`config.mk`:
```
export PLATFORM = sky130hd
export DESIGN_NAME = exc_commit_ctrl
export DESIGN_NICKNAME = d
export VERILOG_FILES = /design/src/rtl/cp0_pkg.sv /design/src/rtl/exc_prio_enc.sv /design/src/rtl/exc_commit_ctrl.sv
export SDC_FILE = /design/constraint.sdc
export NUM_CORES = 1
export LEC_CHECK = 0
export ABC_AREA = 1
export CORE_MARGIN = 4
export CORE_UTILIZATION = 42
export CTS_CLUSTER_SIZE = 10
export DETAILED_ROUTE_END_ITERATION = 8
export PLACE_DENSITY_LB_ADDON = 0.05
export SLEW_MARGIN = 20
export SYNTH_ARGS = -nofsm -noshare
export SYNTH_HDL_FRONTEND = slang
export SYNTH_HIERARCHICAL = 1
export SYNTH_SLANG_ARGS = --single-unit
```
`constraint.sdc`:
```
create_clock -name clk -period 1.89 [get_ports clk]
set_input_delay 0.378 -clock clk [delete_from_list [all_inputs] [get_ports clk]]
set_output_delay 0.378 -clock clk [all_outputs]
set_load 0.05 [all_outputs]
```
`src/rtl/cp0_pkg.sv`:
```
// ----------------------------------------------------------------------------
// cp0_pkg
// Definitions shared by the CP0 block and the exception commit controller:
//   - exception codes (Cause.ExcCode values)
//   - CP0 register numbers
//   - bit positions inside mem_ex_vec
//   - the controller state encoding and the badvaddr source select
//   - per-flag lookup helpers used by the priority encoder
// Note: no ports (package only).
// ----------------------------------------------------------------------------
package cp0_pkg;

    // Exception codes
    localparam logic [4:0] EX_INT  = 5'h00;
    localparam logic [4:0] EX_ADEL = 5'h04;
    localparam logic [4:0] EX_ADES = 5'h05;
    localparam logic [4:0] EX_SYS  = 5'h08;
    localparam logic [4:0] EX_BP   = 5'h09;
    localparam logic [4:0] EX_RI   = 5'h0a;
    localparam logic [4:0] EX_OV   = 5'h0c;

    // CP0 register numbers (select 0)
    localparam logic [4:0] CP0_BADVADDR = 5'd8;
    localparam logic [4:0] CP0_COUNT    = 5'd9;
    localparam logic [4:0] CP0_COMPARE  = 5'd11;
    localparam logic [4:0] CP0_STATUS   = 5'd12;
    localparam logic [4:0] CP0_CAUSE    = 5'd13;
    localparam logic [4:0] CP0_EPC      = 5'd14;

    // mem_ex_vec bit positions. The bit order is also the priority order:
    // the lowest set bit wins.
    localparam int EX_VEC_W    = 7;
    localparam int EXB_ADEL_IF = 0;
    localparam int EXB_RI      = 1;
    localparam int EXB_OV      = 2;
    localparam int EXB_SYS     = 3;
    localparam int EXB_BP      = 4;
    localparam int EXB_ADEL_LD = 5;
    localparam int EXB_ADES    = 6;

    typedef enum logic [1:0] {
        ST_IDLE     = 2'd0,
        ST_SIGNAL   = 2'd1,
        ST_REDIRECT = 2'd2,
        ST_HOLD     = 2'd3
    } exc_ctrl_state_t;

    // Where BadVAddr comes from for the selected exception
    typedef enum logic [1:0] {
        BV_ZERO = 2'd0,
        BV_PC   = 2'd1,
        BV_DATA = 2'd2
    } badv_sel_t;

    // Exception code for one mem_ex_vec flag
    function automatic logic [4:0] ex_bit_code(input int idx);
        logic [4:0] code;
        case (idx)
            EXB_ADEL_IF: code = EX_ADEL;
            EXB_RI:      code = EX_RI;
            EXB_OV:      code = EX_OV;
            EXB_SYS:     code = EX_SYS;
            EXB_BP:      code = EX_BP;
            EXB_ADEL_LD: code = EX_ADEL;
            EXB_ADES:    code = EX_ADES;
            default:     code = EX_INT;
        endcase
        return code;
    endfunction

    // BadVAddr source for one mem_ex_vec flag
    function automatic badv_sel_t ex_bit_badv(input int idx);
        badv_sel_t sel;
        case (idx)
            EXB_ADEL_IF:           sel = BV_PC;
            EXB_ADEL_LD, EXB_ADES: sel = BV_DATA;
            default:               sel = BV_ZERO;
        endcase
        return sel;
    endfunction

endpackage

```
`src/rtl/exc_prio_enc.sv`:
```
// ----------------------------------------------------------------------------
// exc_prio_enc
// Combinational priority encoder for the commit-stage exception sources.
// The priority order is: interrupt, then the mem_ex_vec flags (lowest bit
// first), then ERET. ERET is taken only when nothing else is pending.
//
// Ports:
//   int_pending  in   CP0 interrupt request
//   ex_vec       in   exception flags (see cp0_pkg EXB_* positions)
//   eret         in   instruction is ERET
//   hit          out  something to take (exception, interrupt or ERET)
//   is_eret      out  the winner is ERET (no exception/interrupt)
//   excode       out  exception code of the winner (0 for ERET)
//   badv_sel     out  BadVAddr source for the winner
//
// Configuration: EXC_CTRL_INT_EN -- when undefined, int_pending is ignored
// and EX_INT is never selected.
// ----------------------------------------------------------------------------
module exc_prio_enc
    import cp0_pkg::*;
(
    input  logic                int_pending,
    input  logic [EX_VEC_W-1:0] ex_vec,
    input  logic                eret,
    output logic                hit,
    output logic                is_eret,
    output logic [4:0]          excode,
    output badv_sel_t           badv_sel
);

    logic int_taken;

`ifdef EXC_CTRL_INT_EN
    assign int_taken = int_pending;
`else
    logic unused_int_pending;
    assign int_taken          = 1'b0;
    assign unused_int_pending = int_pending;
`endif

    // lower_any[i]: some higher-priority source than flag i is active.
    // lower_any[EX_VEC_W] therefore means "any exception or interrupt".
    logic [EX_VEC_W:0]   lower_any;
    logic [EX_VEC_W-1:0] grant;

    assign lower_any[0] = int_taken;

    genvar gi;
    generate
        for (gi = 0; gi < EX_VEC_W; gi++) begin : g_grant
            assign grant[gi]       = ex_vec[gi] & ~lower_any[gi];
            assign lower_any[gi+1] = lower_any[gi] | ex_vec[gi];
        end
    endgenerate

    // At most one grant bit is set, so OR-ing the per-flag codes is a mux.
    // With no grant (interrupt, ERET or nothing) the defaults apply: EX_INT
    // and a zero BadVAddr.
    always_comb begin
        excode   = EX_INT;
        badv_sel = BV_ZERO;
        for (int i = 0; i < EX_VEC_W; i++) begin
            if (grant[i]) begin
                excode   = excode | ex_bit_code(i);
                badv_sel = ex_bit_badv(i);
            end
        end
    end

    assign hit     = lower_any[EX_VEC_W] | eret;
    assign is_eret = eret & ~lower_any[EX_VEC_W];

endmodule

```
`src/rtl/exc_commit_ctrl.sv`:
```
// ----------------------------------------------------------------------------
// exc_commit_ctrl
// Exception/interrupt commit controller sitting between the MEM/commit stage
// and CP0. When the commit instruction carries an exception, sees an
// interrupt, or is an ERET, the controller:
//   N    kills the instruction's side effects (commit_kill, combinational)
//   N+1  pulses the CP0 exception port (cp0_ex or eret_flush), raises flush,
//        captures the CP0 target (cp0_int_pc) as the redirect PC
//   N+2  presents redirect_valid/redirect_pc until redirect_ready
//   then holds flush FLUSH_HOLD more cycles before returning to IDLE.
// Events arriving while busy are ignored (the pipeline is being flushed).
//
// Parameters:
//   FLUSH_HOLD      extra flush cycles after the redirect handshake (0..15)
// Ports:
//   clk, resetn     clock, synchronous active-low reset
//   mem_*           commit-stage instruction info
//   int_pending     CP0 interrupt request
//   cp0_int_pc      CP0 exception vector / EPC, valid during cp0_ex/eret_flush
//   commit_kill     suppress side effects of the commit instruction
//   cp0_ex, cp0_bd, eret_flush, cp0_excode, cp0_pc, cp0_badvaddr
//                   CP0 exception port, nonzero only in SIGNAL
//   flush           whole-pipeline flush
//   redirect_*      fetch redirect valid/ready handshake and target
//   busy            controller is not IDLE
//
// Configuration macro: EXC_CTRL_INT_EN (interrupt arbitration enable).
// ----------------------------------------------------------------------------
module exc_commit_ctrl
    import cp0_pkg::*;
#(
    parameter int unsigned FLUSH_HOLD = 1
) (
    input  logic                clk,
    input  logic                resetn,
    input  logic                mem_valid,
    input  logic [31:0]         mem_pc,
    input  logic                mem_bd,
    input  logic [EX_VEC_W-1:0] mem_ex_vec,
    input  logic [31:0]         mem_data_addr,
    input  logic                mem_eret,
    input  logic                int_pending,
    input  logic [31:0]         cp0_int_pc,
    output logic                commit_kill,
    output logic                cp0_ex,
    output logic                cp0_bd,
    output logic                eret_flush,
    output logic [4:0]          cp0_excode,
    output logic [31:0]         cp0_pc,
    output logic [31:0]         cp0_badvaddr,
    output logic                flush,
    output logic                redirect_valid,
    output logic [31:0]         redirect_pc,
    input  logic                redirect_ready,
    output logic                busy
);

    // Last HOLD count value; only meaningful when FLUSH_HOLD > 0.
    localparam logic [3:0] HOLD_LAST = 4'(FLUSH_HOLD - 1);

    // ------------------------------------------------------------------
    // Priority selection
    // ------------------------------------------------------------------
    logic       enc_hit;
    logic       enc_is_eret;
    logic [4:0] enc_excode;
    badv_sel_t  enc_badv_sel;

    exc_prio_enc u_prio_enc (
        .int_pending (int_pending),
        .ex_vec      (mem_ex_vec),
        .eret        (mem_eret),
        .hit         (enc_hit),
        .is_eret     (enc_is_eret),
        .excode      (enc_excode),
        .badv_sel    (enc_badv_sel)
    );

    logic [31:0] badv_next;

    always_comb begin
        badv_next = 32'h0;
        case (enc_badv_sel)
            BV_PC:   badv_next = mem_pc;
            BV_DATA: badv_next = mem_data_addr;
            default: badv_next = 32'h0;
        endcase
    end

    // ------------------------------------------------------------------
    // State and registered outputs
    // ------------------------------------------------------------------
    exc_ctrl_state_t state_reg;
    logic [3:0]      hold_cnt_reg;
    logic            cp0_ex_reg;
    logic            cp0_bd_reg;
    logic            eret_flush_reg;
    logic [4:0]      cp0_excode_reg;
    logic [31:0]     cp0_pc_reg;
    logic [31:0]     cp0_badvaddr_reg;
    logic            flush_reg;
    logic            redirect_valid_reg;
    logic [31:0]     redirect_pc_reg;

    logic evt_hit;
    assign evt_hit = mem_valid & enc_hit;

    // The CP0 port registers double as the latch for the selected
    // exception: loaded on the IDLE event, visible for exactly the SIGNAL
    // cycle, cleared on the way out of SIGNAL.
    always_ff @(posedge clk) begin
        if (!resetn) begin
            state_reg          <= ST_IDLE;
            hold_cnt_reg       <= 4'd0;
            cp0_ex_reg         <= 1'b0;
            cp0_bd_reg         <= 1'b0;
            eret_flush_reg     <= 1'b0;
            cp0_excode_reg     <= 5'd0;
            cp0_pc_reg         <= 32'h0;
            cp0_badvaddr_reg   <= 32'h0;
            flush_reg          <= 1'b0;
            redirect_valid_reg <= 1'b0;
            redirect_pc_reg    <= 32'h0;
        end else begin
            case (state_reg)
                ST_IDLE: begin
                    if (evt_hit) begin
                        state_reg      <= ST_SIGNAL;
                        flush_reg      <= 1'b1;
                        cp0_ex_reg     <= ~enc_is_eret;
                        eret_flush_reg <= enc_is_eret;
                        // ERET leaves the exception fields at zero.
                        if (!enc_is_eret) begin
                            cp0_bd_reg       <= mem_bd;
                            cp0_excode_reg   <= enc_excode;
                            cp0_pc_reg       <= mem_pc;
                            cp0_badvaddr_reg <= badv_next;
                        end
                    end
                end

                ST_SIGNAL: begin
                    state_reg          <= ST_REDIRECT;
                    cp0_ex_reg         <= 1'b0;
                    cp0_bd_reg         <= 1'b0;
                    eret_flush_reg     <= 1'b0;
                    cp0_excode_reg     <= 5'd0;
                    cp0_pc_reg         <= 32'h0;
                    cp0_badvaddr_reg   <= 32'h0;
                    // CP0 presents the vector/EPC while the port pulse is up.
                    redirect_pc_reg    <= cp0_int_pc;
                    redirect_valid_reg <= 1'b1;
                end

                ST_REDIRECT: begin
                    if (redirect_ready) begin
                        redirect_valid_reg <= 1'b0;
                        if (FLUSH_HOLD > 0) begin
                            state_reg    <= ST_HOLD;
                            hold_cnt_reg <= 4'd0;
                        end else begin
                            state_reg <= ST_IDLE;
                            flush_reg <= 1'b0;
                        end
                    end
                end

                ST_HOLD: begin
                    if (hold_cnt_reg == HOLD_LAST) begin
                        state_reg    <= ST_IDLE;
                        hold_cnt_reg <= 4'd0;
                        flush_reg    <= 1'b0;
                    end else begin
                        hold_cnt_reg <= hold_cnt_reg + 4'd1;
                    end
                end

                default: begin
                    state_reg <= ST_IDLE;
                    flush_reg <= 1'b0;
                end
            endcase
        end
    end

    // ------------------------------------------------------------------
    // Outputs
    // ------------------------------------------------------------------
    // commit_kill is the only combinational output; gate it with reset so
    // every output is quiet while resetn is low.
    assign commit_kill    = resetn & (state_reg == ST_IDLE) & evt_hit;
    assign busy           = (state_reg != ST_IDLE);
    assign cp0_ex         = cp0_ex_reg;
    assign cp0_bd         = cp0_bd_reg;
    assign eret_flush     = eret_flush_reg;
    assign cp0_excode     = cp0_excode_reg;
    assign cp0_pc         = cp0_pc_reg;
    assign cp0_badvaddr   = cp0_badvaddr_reg;
    assign flush          = flush_reg;
    assign redirect_valid = redirect_valid_reg;
    assign redirect_pc    = redirect_pc_reg;

endmodule

```
==> qor.yml, run 1 <==
power.total_mw: 12.1
ios: 218
synth_top_family_by_area: "simple AND/OR/NAND/NOR gates"
synthMuxAreaShare_pct: 0
finalHoldViolations: 0
drc: 0
pwr-share-seq_pct: 28.5
clockBufferDepth: 2
diodes: 0
htree_num_levels: 3
slew_headroom_pct: 61.6
finish.utilization_pct: 66.3
synth-compound-area-share_pct: 11.6
power_switching_mw: 5.96
grt_pass1_vias: 5059
cts_buffers: 9
drive_gt1_share_pct: 12.1
ir_worst_vdd_mv: 0.895
synth-simple-area-share_pct: 32.5
yosys.area_share.adder_pct: 2.26
core_area_mm2: 0.0115
synthXorXnorAreaFrac_pct: 0
syn_area_mm2: 0.00498
grt-ovfl-total: 0
cts.sinks: 112
dieArea_mm2: 0.0137
p_sw_share_pct: 49.4
area_growth_pct: 53.4
period_needed_ps: 1850
via_per_inst: 4.88
place_area_mm2: 0.00725
gp_congestion: 0.839
row_count: 39
synth_cells: 721
wl_mm: 15.7
finalInstanceArea_mm2: 0.00763
internal_power_mw: 6.10
initial_core_util_pct: 43.2
holdCritPathClass: "primary input to register"
die_x_um: 117
drtIter0Drc: 469
vias: 5256
setup_viol: 0
antenna_left: 0
clkSlewWorstSetupHoldPaths_ps: 70
fillCellCount: 1040
seq_area_frac_synth_pct: 45.1
multi_input_area_mm2: 0.00237
avgSynthCellArea_um2: 6.90
portBuffers: 216
antenna_found_initial: 0
tritoncts: "built"
crit_chain: "clkdlybuf4s50_1"
max-cap-violations: 0
num-nets-final: 1049
avgRoutedWirePerCell_um: 14.5
seq_area_mm2: 0.00224
worst_setup_path_end_kind: "output pin"
p_clk_share_pct: 14.9
first_pass_iters: 5
slew_viol_final: 0
placed_cells: 1055
tightest_slew_ps: 576
grtUsageTotal_pct: 22.2
grt_first_pass_wirelength_mm: 24.1
path_delay_family: "buffers and inverters"
grt_max_degree: 61
slowest_stage: "clkdlybuf4s50_1"
post-route-period-util_pct: 98.0
crit_fanout: 2
place_hpwl_mm: 10.9
fmax_mhz: 540
crit_path_start_kind: "register"
synth_nets: 840
cpPeakStageDelay_ps: 800
whs_ps: 449
critPathArrivalTime_ps: 1470
cp_data_required_time_ps: 1510
p_leak_nw: 3.91
criticalPathCategory: "register to output pin"
yosysUniqueCellTypes: 24
cts-root-buf: "clkbuf_16"
finClkSkew_ps: 6.99
clkLatencyLatePin_ps: 360
cp_num_buf_inv: 1
ys_warn_count: 6
power_density_mw_per_mm2: 1580
die_height_um: 117
synth_seq_cells: 112
fin_cells: 1077
status: "completed"
combPwrFrac_pct: 56.6
## final timing paths
path	from	end	cells after the start	slack, ps
worst max-delay path	cp0_badvaddr[19]	cp0_badvaddr[19]	1	40
worst min-delay path	mem_ex_vec[4]	cp0_excode[0]	5	450
worst max register to register	state_reg[1]	cp0_pc[29]	8	210
worst min register to register	cp0_pc[22]	cp0_pc[22]	2	460
## stage by stage
stage,setup TNS (ps),setup slack (ps)
2_1_floorplan,0,88.8
3_3_place_gp,-31530,-486
3_5_place_dp,-34950,-542
4_1_cts,-71.3,-68.9
5_1_grt,-8.07,-8.07
6_report,0,37.0
## layer usage
layer  part of all wire (%)  GRT usage [%]
met5                      0              0
met2                     46           36.3
met4                    3.1           10.2
met3                    8.2           6.22
met1                     42           27.3
## cell families after synthesis
| kind of cell | after synthesis |
|---|---|
| compound gates | 115 |
| fa+ha+maj | 9 |
| buf+inv | 95 |
| flops | 112 |
| other cells | 1 |
| simple gates | 389 |
## final cells by class
cell class | instances | share of cell area, %
Clock buffer | 10 | 3.13
Tap cell | 143 | 2.34
Clock inverter | 5 | 0.410
Multi-Input combinational cell | 515 | 31.0
Timing Repair Buffer | 245 | 31.4
Inverter | 47 | 2.31
Sequential cell | 112 | 29.4
## cell usage in the layout (no fill, tap or decap), drive strengths merged, types with 3 or more instances in the layout
master,Yosys,layout
inv,46,47
dlygate4sd2,0,43
dlymetal6s2s,0,32
nand3,48,48
nand4,3,3
buf,23,63
nand2,204,204
o21ai,35,35
ha,9,9
a21oi,80,80
nor2,131,132
dfxtp,112,112
clkdlybuf4s50,0,102
clkinv,1,4
clkbuf,25,15
## power groups by stage
| stage | registers (mW) | logic [mW] | clock network [mW] |
|---|---|---|---|
| 5_1_grt | 3.52 | 7.35 | 1.94 |
| 2_1_floorplan | 5.73 | 2.35 | 0 |
| 3_3_place_gp | 3.46 | 6.78 | 0 |
| 6_report | 3.43 | 6.82 | 1.80 |
| 3_5_place_dp | 3.49 | 6.86 | 0 |
| 4_1_cts | 3.44 | 6.76 | 1.85 |
## what timing repair did
action / CTS / global route
buffers inserted: 2 / 4
gates resized for setup: 58 / 49
hold buffers: 0 / 0
cloned: 1 / 0
pin swaps: 6 / 7
endpoints found under the setup margin: 115 / 100
## Yosys cell counts
cell / count / area, um2
nand4_2: 1 / 12.5
nor3_1: 1 / 5.00
nor2_4: 2 / 22.5
clkinv_1: 1 / 3.75
nor2_1: 126 / 473
clkbuf_1: 25 / 93.8
inv_2: 2 / 7.51
ha_1: 9 / 113
conb_1: 1 / 3.75
nand3_1: 37 / 185
nand4_1: 2 / 12.5
nand3b_1: 1 / 7.51
buf_6: 4 / 45.0
nor2_2: 3 / 18.8
buf_2: 17 / 85.1
buf_4: 1 / 7.51
inv_1: 44 / 165
o21ai_0: 35 / 175
nand2_1: 204 / 766
a21oi_1: 80 / 400
or2_1: 1 / 6.26
buf_8: 1 / 15.0
dfxtp_1: 112 / 2240
nand3_2: 11 / 110
## worst register-to-register path: cells and delay by family (launching register included)
family | cells | cell delay [ps]
adder cells (fa/ha/maj) | 1 | 170
flip-flops | 1 | 340
buffers and inverters | 3 | 590
AO/OA/AOI/OAI | 1 | 160
AND/OR/NAND/NOR | 3 | 360
Note: power is estimated with default switching activity, not from simulation.
==> run 2: changes to the inputs <==
- CELL_PAD_IN_SITES_DETAIL_PLACEMENT: default -> 0
- CELL_PAD_IN_SITES_GLOBAL_PLACEMENT: default -> 1
- CORE_UTILIZATION: 42 -> 29
- SKIP_LAST_GASP: default -> 1
==> run 2 against run 1 <==
Effect of this change: worst setup slack improved by 6.5 ps; flip-flop and latch count did not move; highest routed layer unchanged; critical endpoint is now redirect_pc[22]; sequential share of layout area fell by 0.74 points; clock-buffer cell count did not move; combinational power rose by 3.1%; via count fell by 1.3%; routed wire length rose by 6.6%; critical path type unchanged.
==> qor.yml, run 2 (same netlist as run 1, synthesis figures left out) <==
htree_num_levels: 3
slowest_stage: "clkdlybuf4s50_1"
r2r-start: "state_reg[0]"
slew_headroom_pct: 61.6
cts.sinks: 112
tritoncts: "built"
criticalPathCategory: "register to output pin"
whs_ps: 462
clkSlewWorstSetupHoldPaths_ps: 70
post-route-period-util_pct: 97.7
core_area_mm2: 0.0167
place_area_mm2: 0.00742
final_common_cell: "nand2_1"
worst_setup_path_end_kind: "output pin"
rr_worst_depth: 9
ir_worst_vdd_mv: 0.860
finalHoldViolations: 0
dieArea_mm2: 0.0193
cp_num_buf_inv: 1
grt_pass1_vias: 5127
r2r-end: "cp0_pc[14]"
period_needed_ps: 1850
wl_mm: 16.7
die_x_um: 139
clockBufferDepth: 2
antenna_left: 0
ctsHoldBuffers: 0
p_leak_nw: 3.76
finish.utilization_pct: 46.9
finClkSkew_ps: 4.94
fmax_mhz: 542
drtIter0Drc: 194
num-nets-final: 1055
grtUsageTotal_pct: 16.6
cpPeakStageDelay_ps: 800
finalInstanceArea_mm2: 0.00783
setup_viol: 0
reg2reg_slack_ps: 180
drive_gt1_share_pct: 13.9
crit_path_start_kind: "register"
fillCellCount: 1735
crit_chain: "clkdlybuf4s50_1"
cp_data_required_time_ps: 1510
first_pass_iters: 4
min_path_cells: 2
holdPathEnd: "cp0_pc[20]"
via_per_inst: 4.47
path_depth: 1
diodes: 0
mostFrequentLayoutCells: "nand2_1 (204), nor2_1 (124), dfxtp_1 (112), clkdlybuf4s50_1 (102), a21oi_1 (78)"
setup_tns_ps: 0
cts_buffers: 9
tightest_slew_ps: 576
grt_max_degree: 61
holdCritPathClass: "register to register"
place_hpwl_mm: 11.9
max-cap-violations: 0
drc: 0
clkLatencyLatePin_ps: 350
power_density_mw_per_mm2: 1600
path_delay_family: "buffers and inverters"
die_height_um: 139
ios: 218
grt_first_pass_wirelength_mm: 26.3
area_growth_pct: 57.3
antenna_found_initial: 0
portBuffers: 216
gp_congestion: 0.786
vias: 5187
status: "completed"
grt-ovfl-total: 0
cts-root-buf: "clkbuf_16"
avgRoutedWirePerCell_um: 14.4
slew_viol_final: 0
initial_core_util_pct: 29.8
hold_start: "cp0_pc[20]"
row_count: 47
critPathArrivalTime_ps: 1470
crit_fanout: 2
## run 2: what timing repair did
action	CTS	global route
resized for setup	55	33
pin swaps	4	8
hold endpoints to repair	0	0
setup endpoints to repair	114	85
gates cloned	0	1
buffers inserted	1	3
## run 2: cell type report
type	count	area (um2)	share of cell area (%)
well taps	220	275	3.52
repair buffers	251	2420	31.0
clock inverters	6	91.3	1.17
multi-input cells	515	2390	30.5
flip-flops and latches	112	2240	28.7
clock buffers	10	229	2.93
inverters	47	176	2.25
## run 2: through the flow
stage | total power, mW | setup slack [ps] | std cells
global route | 13.4 | -15.8 | 1161
global placement | 10.6 | -482 | 1140
floorplan | 8.08 | 88.8 | 721
CTS | 12.6 | -14.4 | 1157
finish | 12.5 | 43.6 | 1161
detailed placement | 10.7 | -537 | 1140
## run 2: how the worst max path moves through the flow
stage,endpoint,start
2_1_floorplan,commit_kill,resetn
3_3_place_gp,cp0_badvaddr[1],mem_ex_vec[1]
3_5_place_dp,cp0_badvaddr[25],mem_ex_vec[0]
4_1_cts,commit_kill,mem_ex_vec[3]
5_1_grt,cp0_badvaddr[5],mem_ex_vec[5]
6_report,redirect_pc[22],redirect_pc[22]
## run 2: per-layer routing
metal / up-vias / part of all wire [%] / global-route usage, %
li1: 2698 / - / -
met1: 2314 / 44 / 19.9
met3: 18 / 8.4 / 5.79
met5: - / 0 / 0
met2: 157 / 46 / 27.7
met4: 0 / 1.7 / 5.72
## run 2: power breakdown
part | switching, mW | leakage, nW | internal, mW
Combinational | 4.75 | 2.68 | 2.29
Clock | 0.898 | 0.157 | 1.17
Sequential | 0.370 | 0.918 | 3.06
==> run 3: changes to the inputs <==
- PLACE_DENSITY_LB_ADDON: 0.05 -> 0.1
- REMOVE_ABC_BUFFERS: default -> 1
==> run 3 against run 2 <==
Effect of this change: final cell count up 0.52%; hold slack worse by 3.3 ps; design area about the same; sequential power about the same; critical path type is now primary input to output pin; largest cell class unchanged.
==> qor.yml, run 3 (same netlist as run 1, synthesis figures left out) <==
status: "completed"
ir_worst_vdd_mv: 0.841
antenna_found_initial: 0
dieArea_mm2: 0.0193
row_count: 47
r2r-start: "state_reg[0]"
power_density_mw_per_mm2: 1590
die_height_um: 139
place_hpwl_mm: 12.0
finalWorstSetupSlack_ps: 66.4
ctsHoldBuffers: 0
finalHoldViolations: 0
tightest_slew_ps: 597
crit_fanout: 2
hold_start: "cp0_pc[13]"
avgRoutedWirePerCell_um: 14.8
grtUsageMet2_pct: 27.7
drive_gt1_share_pct: 14.3
crit_chain: "clkdlybuf4s15_1 -> inv_2 -> nand4_4 -> buf_6 -> nor2_4 -> nand3_2 -> nand3_2 -> buf_6 -> nor2_4 -> buf_12"
fmax_mhz: 548
grt_util_met1_pct: 20.8
cpPeakStageDelay_ps: 200
die_x_um: 139
initial_core_util_pct: 29.8
max-cap-violations: 0
top_usage_layer: "met2"
slowest_stage: "clkdlybuf4s15_1"
via_per_inst: 4.48
clkLatencyLatePin_ps: 350
slew_viol_final: 0
critPathArrivalTime_ps: 1450
cts-root-buf: "clkbuf_16"
grt_pass1_vias: 5104
grtUsageTotal_pct: 16.8
worst_setup_path_end_kind: "output pin"
drc: 0
diodes: 0
setup_viol: 0
first_pass_iters: 5
cts.sinks: 112
area_growth_pct: 57.2
p_leak_nw: 3.87
fillCellCount: 1702
portBuffers: 216
post-route-period-util_pct: 96.5
ios: 218
criticalPathCategory: "primary input to output pin"
vias: 5225
period_needed_ps: 1820
min_path_cells: 2
cts_buffers: 9
whs_ps: 459
finClkSkew_ps: 12.8
holdPathEnd: "cp0_pc[13]"
grt-ovfl-total: 0
cp_data_required_time_ps: 1510
r2r-end: "hold_cnt_reg[3]"
wl_mm: 17.2
clockBufferDepth: 2
final_common_cell: "nand2_1"
antenna_left: 0
crit_path_start_kind: "primary input"
gp_congestion: 0.800
htree_num_levels: 3
clkSlewWorstSetupHoldPaths_ps: 80
grt_max_degree: 61
drtIter0Drc: 244
holdCritPathClass: "register to register"
power.total_mw: 12.4
grt_use_met3_pct: 6.28
pre_cts_slack_ps: -517
tritoncts: "built"
rr_worst_depth: 8
reg2reg_slack_ps: 140
num-nets-final: 1061
slew_headroom_pct: 60.2
core_area_mm2: 0.0167
grt_first_pass_wirelength_mm: 26.6
mostFrequentLayoutCells: "nand2_1 (204), nor2_1 (124), dfxtp_1 (112), clkdlybuf4s50_1 (100), a21oi_1 (78)"
-- run 3: power breakdown --
part	switching, mW	internal, mW
Combinational	4.84	2.21
Clock	0.935	1.04
Sequential	0.349	3.06
-- run 3: how the worst max path moves through the flow --
stage	start	to	slack (ps)	cells after the start
finish	mem_ex_vec[4]	commit_kill	70	10
global route	state_reg[1]	commit_kill	-5	6
CTS	mem_ex_vec[1]	commit_kill	-30	10
detailed placement	mem_ex_vec[1]	cp0_badvaddr[2]	-520	13
global placement	mem_ex_vec[1]	cp0_badvaddr[2]	-490	13
floorplan	state_reg[1]	cp0_badvaddr[23]	-1920	7
-- run 3: final cells by class --
class / count / area, um2 / area share [%]
Clock buffer: 9 / 225 / 2.88
Clock inverter: 7 / 78.8 / 1.01
Inverter: 47 / 176 / 2.25
Multi-Input combinational cell: 515 / 2370 / 30.3
Sequential cell: 112 / 2240 / 28.7
Tap cell: 220 / 275 / 3.52
Timing Repair Buffer: 257 / 2450 / 31.3
-- run 3: layer usage --
| layer | wire length (um) | part of all wire (%) |
|---|---|---|
| met1 | 7520 | 44 |
| met2 | 8250 | 48 |
| met3 | 1370 | 8.0 |
| met4 | 104 | 0.60 |
| met5 | 0 | 0 |
-- run 3: critical path, delay by kind of cell --
| kind | cells | cell delay (ps) |
|---|---|---|
| AND/OR/NAND/NOR | 5 | 390 |
| buffers and inverters | 5 | 670 |
-- run 3: metrics by stage --
step                      TNS, ps  util [%]  instances  cell area (um2)
after detailed placement   -32520      44.0       1139             7350
after floorplan           -134880         -        673             4730
after global routing        -5.10      46.8       1167             7820
final                           0      46.8       1167             7820
after CTS                   -29.7      45.8       1158             7660
after global placement     -31710      44.0       1139             7350
-- run 3: repair_timing --
action                     4_1_cts  5_1_grt
buffers inserted                 3        7
gates cloned                     0        2
gates resized for setup         60       40
setup endpoints to repair      112       95
pin swaps                        4        7
